[src/rtl/program_loader_pkg.sv]
// -----------------------------------------------------------------------------
// program_loader_pkg
// Shared definitions for the program loader and the instruction memory store
// port: FSM state encoding, write-control codes and default sizing.
// -----------------------------------------------------------------------------
`timescale 1ns/1ps
package program_loader_pkg;

    // Loader FSM states.
    typedef enum logic [2:0] {
        ST_IDLE  = 3'd0,
        ST_REQ   = 3'd1,
        ST_WAIT  = 3'd2,
        ST_WRITE = 3'd3,
        ST_DONE  = 3'd4,
        ST_ERR   = 3'd5
    } state_t;

    // Instruction-memory write-control codes (shared with the memory).
    localparam logic [2:0] WR_NONE  = 3'b000;
    localparam logic [2:0] WR_INSTR = 3'b001;

    // Default sizing.
    localparam int DEFAULT_MEM_DEPTH      = 201;
    localparam int DEFAULT_TIMEOUT_CYCLES = 255;

endpackage

[src/rtl/program_loader_timeout_timer.sv]
// -----------------------------------------------------------------------------
// loader_timeout_timer
// Counts cycles spent waiting for disk data. The count is cleared by 'clear'
// and advanced by 'enable'. 'expired' is raised in the enabled cycle that would
// bring the number of waited cycles up to TIMEOUT_CYCLES, so the owner can
// leave its wait state on exactly the TIMEOUT_CYCLES-th idle wait cycle.
//
// Ports:
//   clock    in   system clock
//   reset    in   synchronous active-low reset
//   clear    in   restart the count at zero
//   enable   in   one more cycle has been waited
//   expired  out  timeout reached in this cycle
// -----------------------------------------------------------------------------
`timescale 1ns/1ps
module loader_timeout_timer #(
    parameter int TIMEOUT_CYCLES = 255
) (
    input  logic clock,
    input  logic reset,
    input  logic clear,
    input  logic enable,
    output logic expired
);

    localparam int CW = $clog2(TIMEOUT_CYCLES + 1);

    logic [CW-1:0] count;

    always_ff @(posedge clock) begin
        if (!reset) begin
            count <= '0;
        end else if (clear) begin
            count <= '0;
        end else if (enable) begin
            count <= count + CW'(1);
        end
    end

    // 'count' holds the number of idle wait cycles already completed.
    assign expired = enable && (count == CW'(TIMEOUT_CYCLES - 1));

endmodule

[src/rtl/program_loader.sv]
// -----------------------------------------------------------------------------
// program_loader
// Copies a program image word by word from disk storage into instruction
// memory. Each word takes a disk request (REQ), a wait for the data (WAIT)
// and a one-cycle store (WRITE).
//
// Disk handshake: hd_read_en is a one-cycle request carrying hd_addr; the disk
// answers later with a one-cycle hd_valid carrying hd_data. Only one request
// is outstanding at a time, and hd_valid is looked at only while in WAIT.
//
// Ports:
//   clock, reset          clock and synchronous active-low reset
//   start, abort          load request (sampled in IDLE) / cancel
//   src_addr, dst_addr    first disk / instruction-memory address
//   num_words             number of words to copy
//   hd_read_en, hd_addr   disk read request and address
//   hd_data, hd_valid     disk read response
//   instr_data/addr       store data and address (hold last values)
//   instr_wr_ctrl         WR_INSTR during WRITE, WR_NONE otherwise
//   busy, done, error     status; done/error are one-cycle pulses
//   words_written         words stored by the current or last load
//   fsm_state             current FSM state, for observation
// -----------------------------------------------------------------------------
`timescale 1ns/1ps
module program_loader
    import program_loader_pkg::*;
#(
    parameter int MEM_DEPTH      = DEFAULT_MEM_DEPTH,
    parameter int TIMEOUT_CYCLES = DEFAULT_TIMEOUT_CYCLES
) (
    input  logic        clock,
    input  logic        reset,
    input  logic        start,
    input  logic        abort,
    input  logic [31:0] src_addr,
    input  logic [31:0] dst_addr,
    input  logic [15:0] num_words,
    output logic        hd_read_en,
    output logic [31:0] hd_addr,
    input  logic [31:0] hd_data,
    input  logic        hd_valid,
    output logic [31:0] instr_data,
    output logic [31:0] instr_addr,
    output logic [2:0]  instr_wr_ctrl,
    output logic        busy,
    output logic        done,
    output logic        error,
    output logic [15:0] words_written,
    output state_t      fsm_state
);

    state_t      state;
    state_t      state_next;
    logic [31:0] src_q;
    logic [31:0] dst_q;
    logic [15:0] remaining_q;
    logic [15:0] words_q;
    logic [31:0] data_q;
    logic [31:0] addr_q;
    logic        timer_clear;
    logic        timer_enable;
    logic        timer_expired;
    logic        out_of_bounds;
    logic        accept;

    // Widened to 33 bits so a destination near the top of the address space
    // cannot wrap and slip past the check.
    assign out_of_bounds = ({1'b0, dst_addr} + {17'd0, num_words}) > 33'(MEM_DEPTH);
    assign accept        = (state == ST_IDLE) && start && !abort;

    assign timer_clear  = (state == ST_REQ);
    assign timer_enable = (state == ST_WAIT) && !hd_valid;

    loader_timeout_timer #(
        .TIMEOUT_CYCLES (TIMEOUT_CYCLES)
    ) u_timer (
        .clock   (clock),
        .reset   (reset),
        .clear   (timer_clear),
        .enable  (timer_enable),
        .expired (timer_expired)
    );

    // State register.
    always_ff @(posedge clock) begin
        if (!reset) begin
            state <= ST_IDLE;
        end else begin
            state <= state_next;
        end
    end

    // Next-state logic. Abort takes priority over every other exit from the
    // active states, including a start seen in the same cycle in IDLE.
    always_comb begin
        state_next = state;
        case (state)
            ST_IDLE: begin
                if (accept) begin
                    if (num_words == 16'd0) begin
                        state_next = ST_DONE;
                    end else if (out_of_bounds) begin
                        state_next = ST_ERR;
                    end else begin
                        state_next = ST_REQ;
                    end
                end
            end
            ST_REQ: begin
                state_next = abort ? ST_IDLE : ST_WAIT;
            end
            ST_WAIT: begin
                if (abort) begin
                    state_next = ST_IDLE;
                end else if (hd_valid) begin
                    state_next = ST_WRITE;
                end else if (timer_expired) begin
                    state_next = ST_ERR;
                end
            end
            ST_WRITE: begin
                if (abort) begin
                    state_next = ST_IDLE;
                end else if (remaining_q == 16'd1) begin
                    state_next = ST_DONE;
                end else begin
                    state_next = ST_REQ;
                end
            end
            ST_DONE: state_next = ST_IDLE;
            ST_ERR:  state_next = ST_IDLE;
            default: state_next = ST_IDLE;
        endcase
    end

    // Datapath registers.
    always_ff @(posedge clock) begin
        if (!reset) begin
            src_q       <= '0;
            dst_q       <= '0;
            remaining_q <= '0;
            words_q     <= '0;
            data_q      <= '0;
            addr_q      <= '0;
        end else begin
            if (accept) begin
                src_q       <= src_addr;
                dst_q       <= dst_addr;
                remaining_q <= num_words;
                words_q     <= '0;
            end
            // Store data/address are loaded when the word arrives so they are
            // stable during WRITE and then hold until the next word.
            if ((state == ST_WAIT) && hd_valid && !abort) begin
                data_q <= hd_data;
                addr_q <= dst_q;
            end
            // The store in WRITE always lands, even when aborted, so it is
            // always counted.
            if (state == ST_WRITE) begin
                src_q       <= src_q + 32'd1;
                dst_q       <= dst_q + 32'd1;
                remaining_q <= remaining_q - 16'd1;
                words_q     <= words_q + 16'd1;
            end
        end
    end

    assign hd_read_en    = (state == ST_REQ);
    assign hd_addr       = src_q;
    assign instr_data    = data_q;
    assign instr_addr    = addr_q;
    assign instr_wr_ctrl = (state == ST_WRITE) ? WR_INSTR : WR_NONE;
    assign busy          = (state != ST_IDLE);
    assign done          = (state == ST_DONE);
    assign error         = (state == ST_ERR);
    assign words_written = words_q;
    assign fsm_state     = state;

endmodule

[config.mk]
export PLATFORM = sky130hd
export DESIGN_NAME = program_loader
export DESIGN_NICKNAME = d
export VERILOG_FILES = /design/src/rtl/program_loader_pkg.sv /design/src/rtl/program_loader_timeout_timer.sv /design/src/rtl/program_loader.sv
export SDC_FILE = /design/constraint.sdc
export NUM_CORES = 1
export LEC_CHECK = 0
export CAP_MARGIN = 30
export CORE_UTILIZATION = 69
export DETAILED_ROUTE_END_ITERATION = 8
export DONT_BUFFER_PORTS = 1
export PLACE_DENSITY = 0.85
export SETUP_SLACK_MARGIN = 0.05
export SYNTH_ARGS = -nofsm -noshare
export SYNTH_HDL_FRONTEND = slang
export SYNTH_SLANG_ARGS = --single-unit
[constraint.sdc]
create_clock -name clock -period 6.79 [get_ports clock]
set_input_delay 2.037 -clock clock [delete_from_list [all_inputs] [get_ports clock]]
set_output_delay 2.037 -clock clock [all_outputs]
set_load 0.02 [all_outputs]
==> key figures <==
Critical path
  – CP endpoint kind: output port
  – Startpoint Class: flop
  – CP Data Required Time: 4750 ps
  – CP arrival: 2680 ps
  – Max stage delay cell, worst path: clkinv_2
  – Crit Path Class: flop to output port
  – Critical Path, Cell by Cell: and2b_2, nand2_4, clkinv_2
  – CP max FO: 53
  – Max incr delay on CP: 840 ps
  – Reg2Reg Setup Slack: 3040 ps

Drt
  – Drt drc: 0
  – Pre-antenna DRT Iters: 6
  – Final ANT Viol Nets: 0
  – Drt wl/cell: 19.8 um
  – Drt first-iter violations: 887
  – Final WL: 27,400 um
  – Vias: 9,398
  – Via density: 6.81

Timing
  – Relative slew slack: 0.287
  – Final worst-path cycle share: 0.695
  – Clock Skew: 12.1 ps
  – Setup Viol. Count Final: 0
  – Max Fclk: 212 MHz
  – Min Tclk post-route: 4720 ps
  – Worst-Margin Slew: 1060 ps
  – Final setup margin: 2070 ps
  – Unrepaired setup endpoints after global routing: no
  – Fin. Hold Viols: 0
  – Slew Limit Fails: 0
  – TNS Setup: 0 ps

Synthesis
  – Post-synthesis mux area share: 0.0109
  – Synth Area in XOR/XNOR: 0.0122
  – Main combinational cell family by area after synthesis: simple AND/OR/NAND/NOR gates
  – Number of synthesized register bits: 171
  – Asr flop ratio synth: 0
  – Synth Flop Type: dfxtp_1
  – EDFF count, synth: 0
  – Simple-Gate Fraction of Synth Area: 0.273
  – Yosys warnings: 0
  – Unique cell type count in the Yosys netlist: 85
  – Adder-Cell Fraction of Synth Area: 0.0330
  – Seq/Total Area, Yosys: 0.367
  – Post-synthesis cell area: 9320 um2
  – Syn avg cell area: 7.50 um2
  – Synth Instances: 1,243
  – Post-synthesis compound-gate area fraction: 0.258

Global route
  – Most used routing layer: met2
  – Total GRT Usage: 0.386
  – First-pass GRT wire length: 43,600 um
  – Met3 GRT Util: 0.110
  – Initial antenna violation count: 0
  – Largest net degree at the start of global routing: 75
  – M1 GR Usage: 0.465
  – GR Overflow Total: 0
  – Met2 global-route usage: 0.635
  – Vias in the first global route: 8,522

Layout
  – Post-route cell area: 9910 um2
  – Non-Filler Instances: 1,381
  – Nets: 1,333
  – Antenna diode count: 0
  – Share of post-route cells with drive strength above 1: 0.0639
  – P&R area growth vs syn: 6.31%

Floorplan
  – Chip Height: 118 um
  – Die area: 14,000 um2
  – I/O pins: 239
  – Die Span X: 118 um
  – Initial Utilization: 0.707
  – Core area: 13,200 um2
  – Std cell rows: 42

Power and ir drop
  – Maximum vdd drop: 0.245 mV
  – Leak: 0.00334 uW
  – Pwr Density: 285 nW/um2

Clock tree
  – Total CTS buffers: 17
  – Postcts setup bufs: 0
  – Level count of the clock H-tree: 4
  – CTS sink count: 171
  – Clk pin slew, worst setup/hold paths: 70 ps
  – Worst-skew pair later-pin latency: 450 ps
  – Post-cts sizing count: 0
  – CTS tree: done
  – Root buffer cell: clkbuf_16
  – Post-CTS Hold Fix Bufs: 0
  – Clk buf depth: 2

Place
  – # port buffers: 0
  – Placement Cell Area: 9280 um2
  – RePlAce Congestion: 0.975
  – Hpwl dp: 18,700 um
  – Place WS: 1910 ps
  – Placed insts: 1,349

Outcome
  – Status: complete, no violations

Hold path
  – Hold Crit Class: flop to flop

Run
  – Reported max-cap violation count: 0
==> registers in the layout, summed over array words and instances, names as in the netlist <==
| register | count |
|---|---|
| fsm_state | 3 |
| hd_addr | 32 |
| words_written | 16 |
| u_timer.count | 8 |
| dst_q | 32 |
| instr_addr | 32 |
| remaining_q | 16 |
| instr_data | 32 |
==> layer usage <==
layer  vias up  wire [um]
met5         -          0
met4         0       1040
met3        88       2620
met2       525      12900
met1      4368      10800
li1       4417          -
==> synth_stat cells (all sizes together) (3+ instances only) <==
library cell	count	area share
o221ai	7	0.0072
nand3	52	0.029
or2	7	0.0047
a21o	5	0.0040
xnor2	8	0.0075
o22ai	4	0.0027
a22oi	7	0.0056
a211oi	14	0.011
o31ai	4	0.0032
o21ai	61	0.034
o311ai	4	0.0038
a221oi	8	0.0075
nor2b	6	0.0040
clkbuf	59	0.026
and2	11	0.0075
a311oi	11	0.012
o2111ai	3	0.0028
mux2i	9	0.0097
nand4b	3	0.0028
a2111oi	3	0.0048
dfxtp	171	0.37
and4	6	0.0059
a31oi	17	0.011
nor4	17	0.013
nor2	107	0.043
buf	19	0.010
inv	21	0.0085
and3	24	0.017
xor2	5	0.0047
a21oi	195	0.10
a32oi	6	0.0056
ha	23	0.031
o21a	7	0.0056
nand4	17	0.013
or4	4	0.0036
or3	11	0.0079
o211ai	19	0.015
nand2	220	0.089
nor3b	6	0.0048
o32ai	3	0.0028
nor3	30	0.016
==> report_power, final <==
part           internal (uW)  switching, uW  total [uW]
clock                    593            454        1050
combinational            181            339         520
sequential              1090            169        1260
==> worst max-delay path: cells and delay by family, from the launching register on <==
kind / cells / cell delay [ps]
and+or+nand+nor: 2 / 760
DFF: 1 / 600
buffers and inverters: 1 / 840
==> through the flow <==
stage	hold WS (ps)	util	total power, uW
finish	480	0.751	2820
global route	518	0.751	2920
CTS	480	0.751	2810
detailed placement	468	0.704	1780
global placement	455	0.703	1760
floorplan	438	-	1660
==> cell families after synthesis <==
kind of cell | Yosys count
and+or+nand+nor | 532
AOI/OAI and AO/OA | 392
DFF | 171
buffers and inverters | 100
adders and majority gates | 24
xor gates and xnor gates | 13
muxes | 10
other | 1
==> area by class of cell <==
| type | instances | area [um2] |
|---|---|---|
| fill | 1063 | 3280 |
| multi-input combinational | 973 | 5490 |
| clock buffer | 17 | 425 |
| sequential | 171 | 3420 |
| inverter | 22 | 86.3 |
| timing repair buffer | 7 | 60.1 |
| tap | 176 | 220 |
| clock inverter | 15 | 199 |
==> cells in the final DEF, fill, tap and decap left out, types with 7 or more instances in the layout <==
master     synthesis  final
nand2_1          219    219
o21a_1             7      7
nand4_1           16     16
nor2_1           107    105
dfxtp_1          171    171
a21oi_1          195    195
o211ai_1          19     19
clkbuf_16          0     17
o21ai_0           56     56
nor4_1            15     15
or3_1             10     10
a311oi_1          10     10
and2_1            10     10
ha_1              23     23
or2_2              7      7
xnor2_1            8      8
nand3_1           51     50
a211oi_1          14     14
a22oi_1            7      7
a31oi_1           17     17
mux2i_1            9      9
inv_1             20     20
nor3_1            30     30
and3_1            21     20
a221oi_1           8      8
==> path summary, 6_finish.rpt <==
path	startpoint	to	depth (start not counted)
setup / recovery	fsm_state[2]	instr_wr_ctrl[0]	3
hold / removal	remaining_q[13]	remaining_q[13]	2
setup reg to reg	fsm_state[0]	remaining_q[13]	9
hold reg to reg	remaining_q[13]	remaining_q[13]	2
(Power assumes the default switching activity.)
==> edit, RTL diff (config.mk and constraints unchanged) <==
Put a register stage on the outputs `hd_read_en`, `instr_wr_ctrl`, `busy`, `done` and `error`, cleared by the reset. The values now appear one clock later. The other outputs are not delayed to match. Comments in the files are not updated.
--- a/src/rtl/program_loader.sv
+++ b/src/rtl/program_loader.sv
@@ -168,3 +168,2 @@
 
-    assign hd_read_en    = (state == ST_REQ);
     assign hd_addr       = src_q;
@@ -172,6 +171,17 @@
     assign instr_addr    = addr_q;
-    assign instr_wr_ctrl = (state == ST_WRITE) ? WR_INSTR : WR_NONE;
-    assign busy          = (state != ST_IDLE);
-    assign done          = (state == ST_DONE);
-    assign error         = (state == ST_ERR);
+    always_ff @(posedge clock) begin
+        if (!reset) begin
+            hd_read_en    <= '0;
+            instr_wr_ctrl <= '0;
+            busy          <= '0;
+            done          <= '0;
+            error         <= '0;
+        end else begin
+            hd_read_en    <= (state == ST_REQ);
+            instr_wr_ctrl <= (state == ST_WRITE) ? WR_INSTR : WR_NONE;
+            busy          <= (state != ST_IDLE);
+            done          <= (state == ST_DONE);
+            error         <= (state == ST_ERR);
+        end
+    end
     assign words_written = words_q;
Check against the original RTL: not equivalent (a bounded check fails within 4 cycles, from zero or initial values and one cycle with reset low).
==> edit against the original RTL <==
Clock skew about the same; total power decreased by 14%; non-clock buffer count increased by 2; area after synthesis increased by 1.7%; die area increased by 1.6%; maximum frequency increased by 8.3%; register-to-register slack improved by 0.52 ns; sequential power decreased by 9.5%; wire length decreased by 0.58%; sequential cell count increased by 5; synthesized cell count increased by 2.3%; final area increased by 1.7%; worst setup slack improved by 0.36 ns; highest routed layer unchanged.
==> edit: results (changes against the original RTL) <==
metric	value	unit	change
path_class	in2reg		
finalClockSkew	0.0117	ns	-0.000332 ns
hold-path-endpoint	instr_addr[31]$_SDFFE_PN0P_		
dpl.hpwl	18.5	mm	-1.2%
grt_pass1_vias	8655		+1.6%
max-slew-margin-rel	31.6	%	+2.9 points
yosys-top-cells-area	dfxtp_1 37%, a21oi_1 9.7%, nand2_1 8.7%		
reg2reg_to	remaining_q[15]$_SDFFE_PN0P_		
crit_path_start	dst_addr[0]		
rrSetupSlack	3.56	ns	+0.52 ns
endpoint	fsm_state[2]$_SDFFE_PN0P_		
route.vias.total	9513		+1.2%
place_congestion	0.953		-2.3%
fin_nets	1359		+2.0%
drive_gt1_share	5.61	%	-0.78 points
wl_per_cell	19.3	µm	-2.4%
grt_max_degree	96		+28%
cp_top_family	compound AO/OA/AOI/OAI gates		
grt_pass1_wl	42.9	mm	-1.6%
synth_common_cells	220 x nand2_1, 183 x a21oi_1, 176 x dfxtp_1, 107 x nor2_1, 75 x o21ai_0		
placed_area	9460	µm²	+1.9%
min_from	dst_q[31]$_SDFFE_PN0P_		
crit_path_top_delay_cell	fa_1		
peakVddDrop	0.195	mV	-20%
status	complete, no violations		
drtPass1Iterations	8		+2
synth_cell_type_count	79		-7.1%
## edit: metrics by stage
step / util, % / setup slack [ns] / power, mW / hold WS [ns] / cells
2_1_floorplan: - / 2.18 / 1.38 / 0.441 / 1272
3_3_place_gp: 70.8 / 2.02 / 1.44 / 0.453 / 1373
3_5_place_dp: 71.2 / 1.98 / 1.44 / 0.460 / 1375
4_1_cts: 75.8 / 2.44 / 2.42 / 0.472 / 1407
5_1_grt: 75.8 / 2.27 / 2.51 / 0.511 / 1407
6_report: 75.8 / 2.43 / 2.43 / 0.470 / 1407
## edit: layer usage
layer	GRT usage, %	vias to the layer above	routed length (µm)
li1	-	4527	-
met5	0	-	0
met2	60.8	546	12800
met1	45.6	4335	10700
met4	19.1	0	1110
met3	9.91	105	2640
## edit: final cells by class
type | instances | area [µm²]
multi-input cells | 988 | 5520
flip-flops and latches | 176 | 3520
fillers | 1077 | 3220
clock buffers | 17 | 425
well taps | 176 | 220
clock inverters | 15 | 186
repair buffers | 9 | 100
inverters | 26 | 100
## edit: kinds of logic (layout without fill, tap and decap cells)
family / Yosys count / count (layout) / synth area share (%)
DFF: 176 / 176 / 37.2
other: 1 / 2 / 0.0396
buffers and inverters: 108 / 67 / 4.73
and+or+nand+nor: 545 / 545 / 27.4
xor gates and xnor gates: 14 / 14 / 1.29
muxes: 10 / 10 / 1.12
adders and majority gates: 24 / 24 / 3.25
AOI/OAI and AO/OA: 393 / 393 / 25.0
## edit: power groups by stage
stage / Sequential [mW] / Clock, mW / Combinational (mW)
floorplan: 1.15 / 0 / 0.231
global placement: 1.16 / 0 / 0.272
detailed placement: 1.16 / 0 / 0.278
CTS: 1.14 / 0.998 / 0.282
global route: 1.15 / 1.05 / 0.315
finish: 1.14 / 0.995 / 0.288
